$ cat config.mk
export PLATFORM = sky130hd
export DESIGN_NAME = sad_sequencer
export DESIGN_NICKNAME = d
export VERILOG_FILES = /design/src/rtl/sad_pkg.sv /design/src/rtl/sad_sequencer.sv
export SDC_FILE = /design/constraint.sdc
export NUM_CORES = 1
export LEC_CHECK = 0
export CAP_MARGIN = 15
export CORE_ASPECT_RATIO = 0.8
export CORE_MARGIN = 3
export CORE_UTILIZATION = 40
export CTS_BUF_LIST = sky130_fd_sc_hd__clkbuf_8 sky130_fd_sc_hd__clkbuf_16
export CTS_CLUSTER_DIAMETER = 60
export DETAILED_ROUTE_END_ITERATION = 8
export DONT_BUFFER_PORTS = 1
export HOLD_SLACK_MARGIN = 0.08
export SLEW_MARGIN = 40
export SYNTH_ARGS = -nofsm -noshare
export SYNTH_HDL_FRONTEND = slang
export SYNTH_SLANG_ARGS = --single-unit
$ cat constraint.sdc
create_clock -name clk -period 2.5 [get_ports clk]
set_input_delay 0.5 -clock clk [delete_from_list [all_inputs] [get_ports clk]]
set_output_delay 0.5 -clock clk [all_outputs]
set_load 0.005 [all_outputs]
$ cat src/rtl/sad_pkg.sv
// Shared types and constants for the SAD-search sequencer: state encoding,
// counter widths and the words-per-block decode.
package sad_pkg;

    localparam int SAD_BLK_W        = 5;
    localparam int SAD_WORD_W       = 4;
    localparam int SAD_W_ZERO_WORDS = 16;

    typedef enum logic [2:0] {
        ST_IDLE  = 3'd0,
        ST_READ  = 3'd1,
        ST_WRITE = 3'd2,
        ST_CMP   = 3'd3,
        ST_UPD   = 3'd4,
        ST_DONE  = 3'd5
    } sad_state_e;

    // Index of the last word in a block; a programmed count of 0 means 16 words.
    function automatic logic [SAD_WORD_W-1:0] sad_last_word(input logic [SAD_WORD_W-1:0] wpb);
        if (wpb == '0) begin
            return SAD_WORD_W'(SAD_W_ZERO_WORDS - 1);
        end
        return wpb - SAD_WORD_W'(1);
    endfunction

endpackage

$ cat src/rtl/sad_sequencer.sv
// Control FSM for the SAD-search instruction: walks every candidate block,
// accumulates its SAD words, stores it and tracks the index of the minimum.
module sad_sequencer
    import sad_pkg::*;
(
    input  logic                  clk,
    input  logic                  rst,
    input  logic                  start,
    input  logic [SAD_BLK_W-1:0]  num_blocks,
    input  logic [SAD_WORD_W-1:0] words_per_block,
    input  logic                  flush,
    input  logic                  cmp_less,
    output logic                  stall,
    output logic                  readSAD,
    output logic                  acc_clr,
    output logic [SAD_WORD_W-1:0] word_addr,
    output logic [SAD_BLK_W-1:0]  block_idx,
    output logic                  SAD_RegFile_write,
    output logic                  small_big_find,
    output logic                  read_min,
    output logic                  write_min,
    output logic [SAD_BLK_W-1:0]  min_idx,
    output logic                  done
);

    sad_state_e            state_q, state_d;
    logic [SAD_WORD_W-1:0] word_addr_q, word_addr_d;
    logic [SAD_BLK_W-1:0]  block_idx_q, block_idx_d;
    logic [SAD_BLK_W-1:0]  min_idx_q, min_idx_d;
    logic [SAD_BLK_W-1:0]  nblk_q, nblk_d;
    logic [SAD_WORD_W-1:0] wlast_q, wlast_d;
    logic                  last_block;

    always_ff @(posedge clk or posedge rst) begin
        if (rst) begin
            state_q     <= ST_IDLE;
            word_addr_q <= '0;
            block_idx_q <= '0;
            min_idx_q   <= '0;
            nblk_q      <= '0;
            wlast_q     <= '0;
        end else begin
            state_q     <= state_d;
            word_addr_q <= word_addr_d;
            block_idx_q <= block_idx_d;
            min_idx_q   <= min_idx_d;
            nblk_q      <= nblk_d;
            wlast_q     <= wlast_d;
        end
    end

    assign last_block = (block_idx_q == nblk_q - SAD_BLK_W'(1));

    always_comb begin
        state_d     = state_q;
        word_addr_d = word_addr_q;
        block_idx_d = block_idx_q;
        min_idx_d   = min_idx_q;
        nblk_d      = nblk_q;
        wlast_d     = wlast_q;
        if (flush) begin
            state_d = ST_IDLE;
        end else begin
            case (state_q)
                ST_IDLE: begin
                    if (start) begin
                        nblk_d      = num_blocks;
                        wlast_d     = sad_last_word(words_per_block);
                        block_idx_d = '0;
                        word_addr_d = '0;
                        state_d     = (num_blocks != '0) ? ST_READ : ST_DONE;
                    end
                end
                ST_READ: begin
                    // Hold on the last word so the address never wraps.
                    if (word_addr_q == wlast_q) begin
                        state_d = ST_WRITE;
                    end else begin
                        word_addr_d = word_addr_q + SAD_WORD_W'(1);
                    end
                end
                ST_WRITE: state_d = ST_CMP;
                ST_CMP: begin
                    // Ties do not update, so the lowest index keeps the minimum.
                    if (block_idx_q == '0 || cmp_less) begin
                        state_d = ST_UPD;
                    end else if (last_block) begin
                        state_d = ST_DONE;
                    end else begin
                        block_idx_d = block_idx_q + SAD_BLK_W'(1);
                        word_addr_d = '0;
                        state_d     = ST_READ;
                    end
                end
                ST_UPD: begin
                    min_idx_d = block_idx_q;
                    if (last_block) begin
                        state_d = ST_DONE;
                    end else begin
                        block_idx_d = block_idx_q + SAD_BLK_W'(1);
                        word_addr_d = '0;
                        state_d     = ST_READ;
                    end
                end
                ST_DONE: state_d = ST_IDLE;
                default: state_d = ST_IDLE;
            endcase
        end
    end

    always_comb begin
        // Reset is folded in so stall cannot follow start while rst is held.
        stall             = !rst && ((state_q == ST_IDLE && start) ||
                                     state_q == ST_READ || state_q == ST_WRITE ||
                                     state_q == ST_CMP  || state_q == ST_UPD);
        readSAD           = (state_q == ST_READ);
        acc_clr           = (state_q == ST_READ) && (word_addr_q == '0);
        SAD_RegFile_write = (state_q == ST_WRITE);
        small_big_find    = (state_q == ST_CMP) || (state_q == ST_UPD);
        read_min          = (state_q == ST_CMP);
        write_min         = (state_q == ST_UPD);
        done              = (state_q == ST_DONE);
    end

    assign word_addr = word_addr_q;
    assign block_idx = block_idx_q;
    assign min_idx   = min_idx_q;

endmodule
==> reports/results.tsv <==
metric	value	unit
largest net degree at the start of global routing	27	
Initial Util	0.440	
synth top area cells	dfrtp_1 41%, mux2_2 7.8%, ha_1 5.5%, xnor2_1 5.5%, inv_1 3.5%	
clock latency on the worst-skew pair	0.27	ns
Logic pwr share	0.384	
sequential share of power	0.434	
Pwr Total	1.52	mW
Total Routing Usage GR	0.146	
Residual DRC	0	
clock-pin slew on the worst setup and hold paths	0.09	ns
clock share of power	0.182	
Synth area leader	dfrtp_1	
width of the die	76.5	um
P_int	952	uW
WP data arrival	2.45	ns
Via-to-Cell Ratio	5.55	
DIE AREA	4780	um2
RSZ-0062 raised after global routing	false	
WS Path Type	flop to flop	
ratio of cells with drive above 1 in the final layout	0.180	
P_leak	0.741	nW
final setup violation count	0	
port bufs	0	
Top FF cell, synth	dfrtp_1	
post-synthesis cell area	1590	um2
drt pass-1 iters	4	
#FFs+latches synth	26	
hold-fix buffers at CTS	0	
crit end category	flop	
placed wire-length estimate	2.61	mm
HP Class	primary input to async pin	
syn_nets	179	
async set-reset flop share out of synthesis	1.00	
ANT cells	0	
Cell Area, Placed	1650	um2
post-synthesis cell type count	43	
slowest stage delay, CP	0.49	ns
Final Cell Area	1700	um2
maximum vdd drop	377	uV
Switching Share	0.373	
Routed WL per cell	15.7	um
crit start category	flop	
setup TNS	0	ns
Placed Cells	209	
Max Buffers Root-to-Sink	2	
Vias	1182	
Routed Antenna Nets	0	
Max Fclk	446	MHz
commonest non-fill, non-tap cells in the layout	26 x dfrtp_1, 15 x inv_1, 11 x mux2_2	
Slew Limit Headroom	0.572	
Total Nets Final	183	
P per Cell Area	892	nW/um2
DIE HEIGHT	62.4	um
DRT iter0 DRCs	49	
Max stage delay cell, worst path	dfrtp_1	
number of flops mapped to enable cells by yosys	0	
area grow syn2layout	7.00	%
fin cells	213	
Setup Skew	0.00366	ns
I/O pin total	36	
most common cell after layout, fill and taps aside	dfrtp_1	
Synth top area share	0.409	
Crit Path Max Fanout	6	
vias in the first global route	1147	
GPL Wtd Cong	0.821	
CTS sink cnt	26	
CTS tree	built	
Syn Area/Cell	10.1	um2
clock root buffer	clkbuf_8	
hold_ws	0.264	ns
Least-Margin Pin Slew	0.640	ns
# fillers	351	
pre-CTS setup slack	0.248	ns
required time of the critical path	2.70	ns
Sw Pwr	566	uW
total grt overflow	0	
core area	3610	um2
max_cap viols	0	
count of warnings emitted by yosys	0	
Slew Limit Fails	0	
DRT Wirelength	3.35	mm
Post-Syn Instances	158	
Std-Cell Rows	19	
CTS resizes	0	
Hold Violations, Final	0	
sequential cell area fraction in the yosys report	0.409	
H-tree depth	1	
CTS Buf Count	3	
critical-path cell list	inv_1 > ha_1 > nor4b_1 > o21bai_1 > o2111ai_1 > or4_1 > a21oi_1	
antenna violations before repair	0	
first-pass GRT wire length	5.65	mm
Post-CTS Setup Repair Bufs	0	
final design utilization	0.471	
fin crit share	0.897	
status	complete, no violations	
setup ws final	0.257	ns
minimum clock period	2.24	ns
registers in the layout, indices dropped and copies added (netlist names):
name	flops
block_idx	5
min_idx	5
nblk_q	5
wlast_q	4
word_addr	4
state_q	3
power by group through the flow:
stage / clock network, mW / registers, mW / logic (mW)
global route: 0.299 / 0.680 / 0.649
finish: 0.277 / 0.659 / 0.582
CTS: 0.279 / 0.659 / 0.588
detailed placement: 0 / 0.668 / 0.583
floorplan: 0 / 0.624 / 0.516
global placement: 0 / 0.663 / 0.563
cell usage after synthesis, types with 2 or more instances:
cell type	n
dfrtp_1	26
inv_1	15
mux2_2	11
nand2_1	10
xnor2_1	10
nor2_1	9
a21oi_1	7
ha_1	7
nand3_1	7
o31ai_1	5
or4_1	5
nor3_1	4
o21ai_0	4
a21boi_1	3
nor4b_1	3
buf_6	2
mux2i_1	2
nor3b_1	2
xor2_1	2
layer usage:
layer / vias up / track usage / part of all wire
met5: - / 0 / 0
met4: 0 / 0.0385 / 0.010
met3: 7 / 0.0504 / 0.063
met2: 26 / 0.208 / 0.43
met1: 584 / 0.209 / 0.50
li1: 565 / - / -
worst max-delay path: cells and delay by family, from the launching register on:
family / cells / cell delay [ns]
AO/OA/AOI/OAI: 3 / 0.75
AND/OR/NAND/NOR: 2 / 0.63
flip-flops: 1 / 0.49
adder cells (fa/ha/maj): 1 / 0.20
buffers and inverters: 1 / 0.12
final cells by class:
class / instances / area (um2) / area share
sequential: 26 / 651 / 0.382
tap: 52 / 65.1 / 0.0382
clock buffer: 4 / 55.1 / 0.0323
timing repair buffer: 3 / 22.5 / 0.0132
inverter: 16 / 60.1 / 0.0353
multi-input combinational: 112 / 850 / 0.499
final timing paths:
kind                               from           end  slack [ns]  depth (start not counted)
max                        block_idx[0]  word_addr[3]        0.26                          7
min                                 rst  block_idx[2]        0.26                          2
max reg2reg                block_idx[0]  word_addr[3]        0.26                          7
min reg2reg                  wlast_q[2]    wlast_q[2]        0.51                          1
max in group asynchronous           rst  block_idx[4]        1.98                          2
min in group clk                  flush    state_q[0]        0.33                          1
logic make-up (layout without fill, tap and decap cells):
logic type | count (synthesis) | count (layout) | share of synthesized area
flops | 26 | 26 | 0.409
buf+inv | 20 | 23 | 0.0574
fa+ha+maj | 7 | 7 | 0.0550
mux | 13 | 13 | 0.0904
simple gates | 52 | 52 | 0.198
xor+xnor | 12 | 12 | 0.0660
compound gates | 28 | 28 | 0.124
Note: power is estimated with default switching activity, not from simulation.
==> variant, RTL diff (config.mk and constraints unchanged) <==
Encoding of `sad_state_e`: now one-hot (6 bits for 6 states).
--- a/src/rtl/sad_pkg.sv
+++ b/src/rtl/sad_pkg.sv
@@ -6,13 +6,13 @@
     localparam int SAD_WORD_W       = 4;
     localparam int SAD_W_ZERO_WORDS = 16;
 
-    typedef enum logic [2:0] {
-        ST_IDLE  = 3'd0,
-        ST_READ  = 3'd1,
-        ST_WRITE = 3'd2,
-        ST_CMP   = 3'd3,
-        ST_UPD   = 3'd4,
-        ST_DONE  = 3'd5
+    typedef enum logic [5:0] {
+        ST_IDLE  = 6'b000001,
+        ST_READ  = 6'b000010,
+        ST_WRITE = 6'b000100,
+        ST_CMP   = 6'b001000,
+        ST_UPD   = 6'b010000,
+        ST_DONE  = 6'b100000
     } sad_state_e;
 
     // Index of the last word in a block; a programmed count of 0 means 16 words.
Function: same outputs for any inputs over 10 cycles, from zero or initial values and one cycle with rst high; not proved beyond that.
==> variant against the unedited design <==
  * First-iteration DRC count rose by 120%
  * Setup slack got worse by 0.015 ns
  * Via count increased by 21%
  * Final area grew 19%
  * Sequential share of layout area fell by 2.3 points
  * Sequential cell count increased by 3
  * Area after synthesis grew 18%
  * Routed wire length grew 28%
  * Power is 18% higher
==> variant: results (changes against the unedited design) <==
Clock Tree Root clkbuf_8; IO buf count 0 (unchanged); Hold Crit Class in -> reg; H-tree Lvls 2 (+1); dpl ws 0.285 ns (+0.0364 ns); DRT iter0 DRCs 108 (+120%); area share of fa/ha/maj cells after synthesis 4.00% (-1.5 points); clk slew on worst S/H paths 0.07 ns (-0.02 ns); routability cong. 0.751 (-8.5%); GRT Util Overall 18.0% (+3.5 points); DR vias 1,433 (+21%); mux cell area share after synthesis 7.33% (-1.7 points); Top reg by flops state_q; initial antenna violation count 0 (unchanged); first-pass GRT wire length 7470 microns (+32%); CP Max Fanout 13 (+7); Post-Synth XOR/XNOR Area 6.47% (-0.14 points); max reg flops 6; worst skew pair latency approximately 0.28 ns; worst-margin pin slew 0.541 ns (-0.0998 ns); worst r2r path cells 6 (-1); Min-Delay Endpoint state_q[1]; Syn Nets 206 (+15%); status complete, no violations; Placed Cells 239 (+14%); clock buffer count from CTS 5 (+2); FF-to-FF End nblk_q[0]; gr ovfl total 0 (unchanged); Static Leak 0.917 nW (+24%); CP arrival 1.76 ns (-0.69 ns); Clock Tree Buf Depth 2 (unchanged); cells after synthesis 186 (+18%); Detail Placement HPWL 3230 microns (+24%); Synth top cells by count dfrtp_1 (28), nand2_1 (14), inv_1 (12); vias in the first global route 1,528 (+33%); R2R Setup Slk 0.29 ns (+0.03 ns); largest net degree at the start of global routing 21 (-22%); post-DR vias/cell 5.78 (+4.1%); Yosys cell types 60 (+40%); net switching power 0.000690 W (+22%); Clock Skew 0.00999 ns (+0.00633 ns); number of synthesis warnings 0 (unchanged); Area contributors post-synth dfrtp_1 (37%), mux2_2 (6.0%), ha_1 (4.0%), xor2_1 (3.7%), nand2_1 (2.8%); dpl cell area 1920 sq um (+17%); routed len/inst 17.2 microns (+9.6%); Fill cells 461 (+31%); maximum vdd drop 637 uV (+69%); sequential share of the synthesized area 38.7% (-2.1 points); Compound-Gate Fraction of Synth Area 15.7% (+3.2 points); layout cells sized above 1 17.8% (-0.21 points)
[variant: cell types whose count changed after synthesis, moves of 3 or more]
cell      delta
o31ai_1      -5
and3_1       +4
xor2_1       +6
a21boi_1     -3
o211ai_1     +3
nand2_1      +4
a21oi_1      -4
o21ai_0      +4
inv_1        -3
o22a_1       +3
or4_1        -4
nor3_1       +3
xnor2_1      -6
[variant: layer usage]
layer | up-vias | part of all wire, % | track usage, %
li1 | 693 | - | -
met1 | 707 | 47 | 23.7
met2 | 28 | 46 | 28.5
met3 | 5 | 6.0 | 5.07
met4 | 0 | 1.2 | 6.12
met5 | - | 0 | 0
[variant: what timing repair did]
action | in CTS | in global routing
setup buffers | 0 | 0
endpoints found under the setup margin | 0 | 1
hold buffers | 1 | 0
gates resized for setup | 0 | 1
hold endpoints to repair | 4 | 0
[variant: kinds of logic after synthesis]
group | count (synthesis)
mux | 12
fa+ha+maj | 6
simple gates | 69
buf+inv | 19
compound gates | 38
flops | 29
xor+xnor | 13
[variant: power by group through the flow]
stage	clock, W	combinational (W)	sequential (W)
2_1_floorplan	0	0.000620	0.000661
3_3_place_gp	0	0.000676	0.000696
3_5_place_dp	0	0.000704	0.000707
4_1_cts	0.000403	0.000711	0.000698
5_1_grt	0.000425	0.000801	0.000718
6_report	0.000386	0.000706	0.000696
[variant: per-stage QoR]
step / utilization, % / hold WS, ns / power [W]
floorplan: - / 0.466 / 0.00128
global placement: 44.1 / 0.385 / 0.00137
detailed placement: 44.1 / 0.390 / 0.00141
CTS: 46.3 / 0.306 / 0.00181
global route: 46.4 / 0.305 / 0.00194
finish: 46.4 / 0.315 / 0.00179
[variant: how the worst max path moves through the flow]
stage               cells after the start    startpoint           end  slack, ns
finish                                  4    state_q[3]         stall       0.24
global route                            7  block_idx[0]  block_idx[2]       0.08
CTS                                     3    state_q[3]       acc_clr       0.16
detailed placement                      6  block_idx[0]     nblk_q[0]       0.28
global placement                        6  block_idx[0]     nblk_q[0]       0.32
floorplan                               8     nblk_q[0]  word_addr[2]       0.55
[variant: layout make-up]
type                    instances  share of cell area (%)
multi-input cells             138                    52.7
flip-flops and latches         29                    35.9
well taps                      57                    3.52
clock buffers                   5                    3.40
inverters                      13                    2.41
repair buffers                  3                    1.24
clock inverters                 3                   0.865
[variant: worst max-delay path, cell delays in order, from the launching register on]
cell	delay [ns]
dfrtp_1	0.50
xor2_2	0.24
nand2_1	0.39
nand3_1	0.12
a31oi_1	0.23
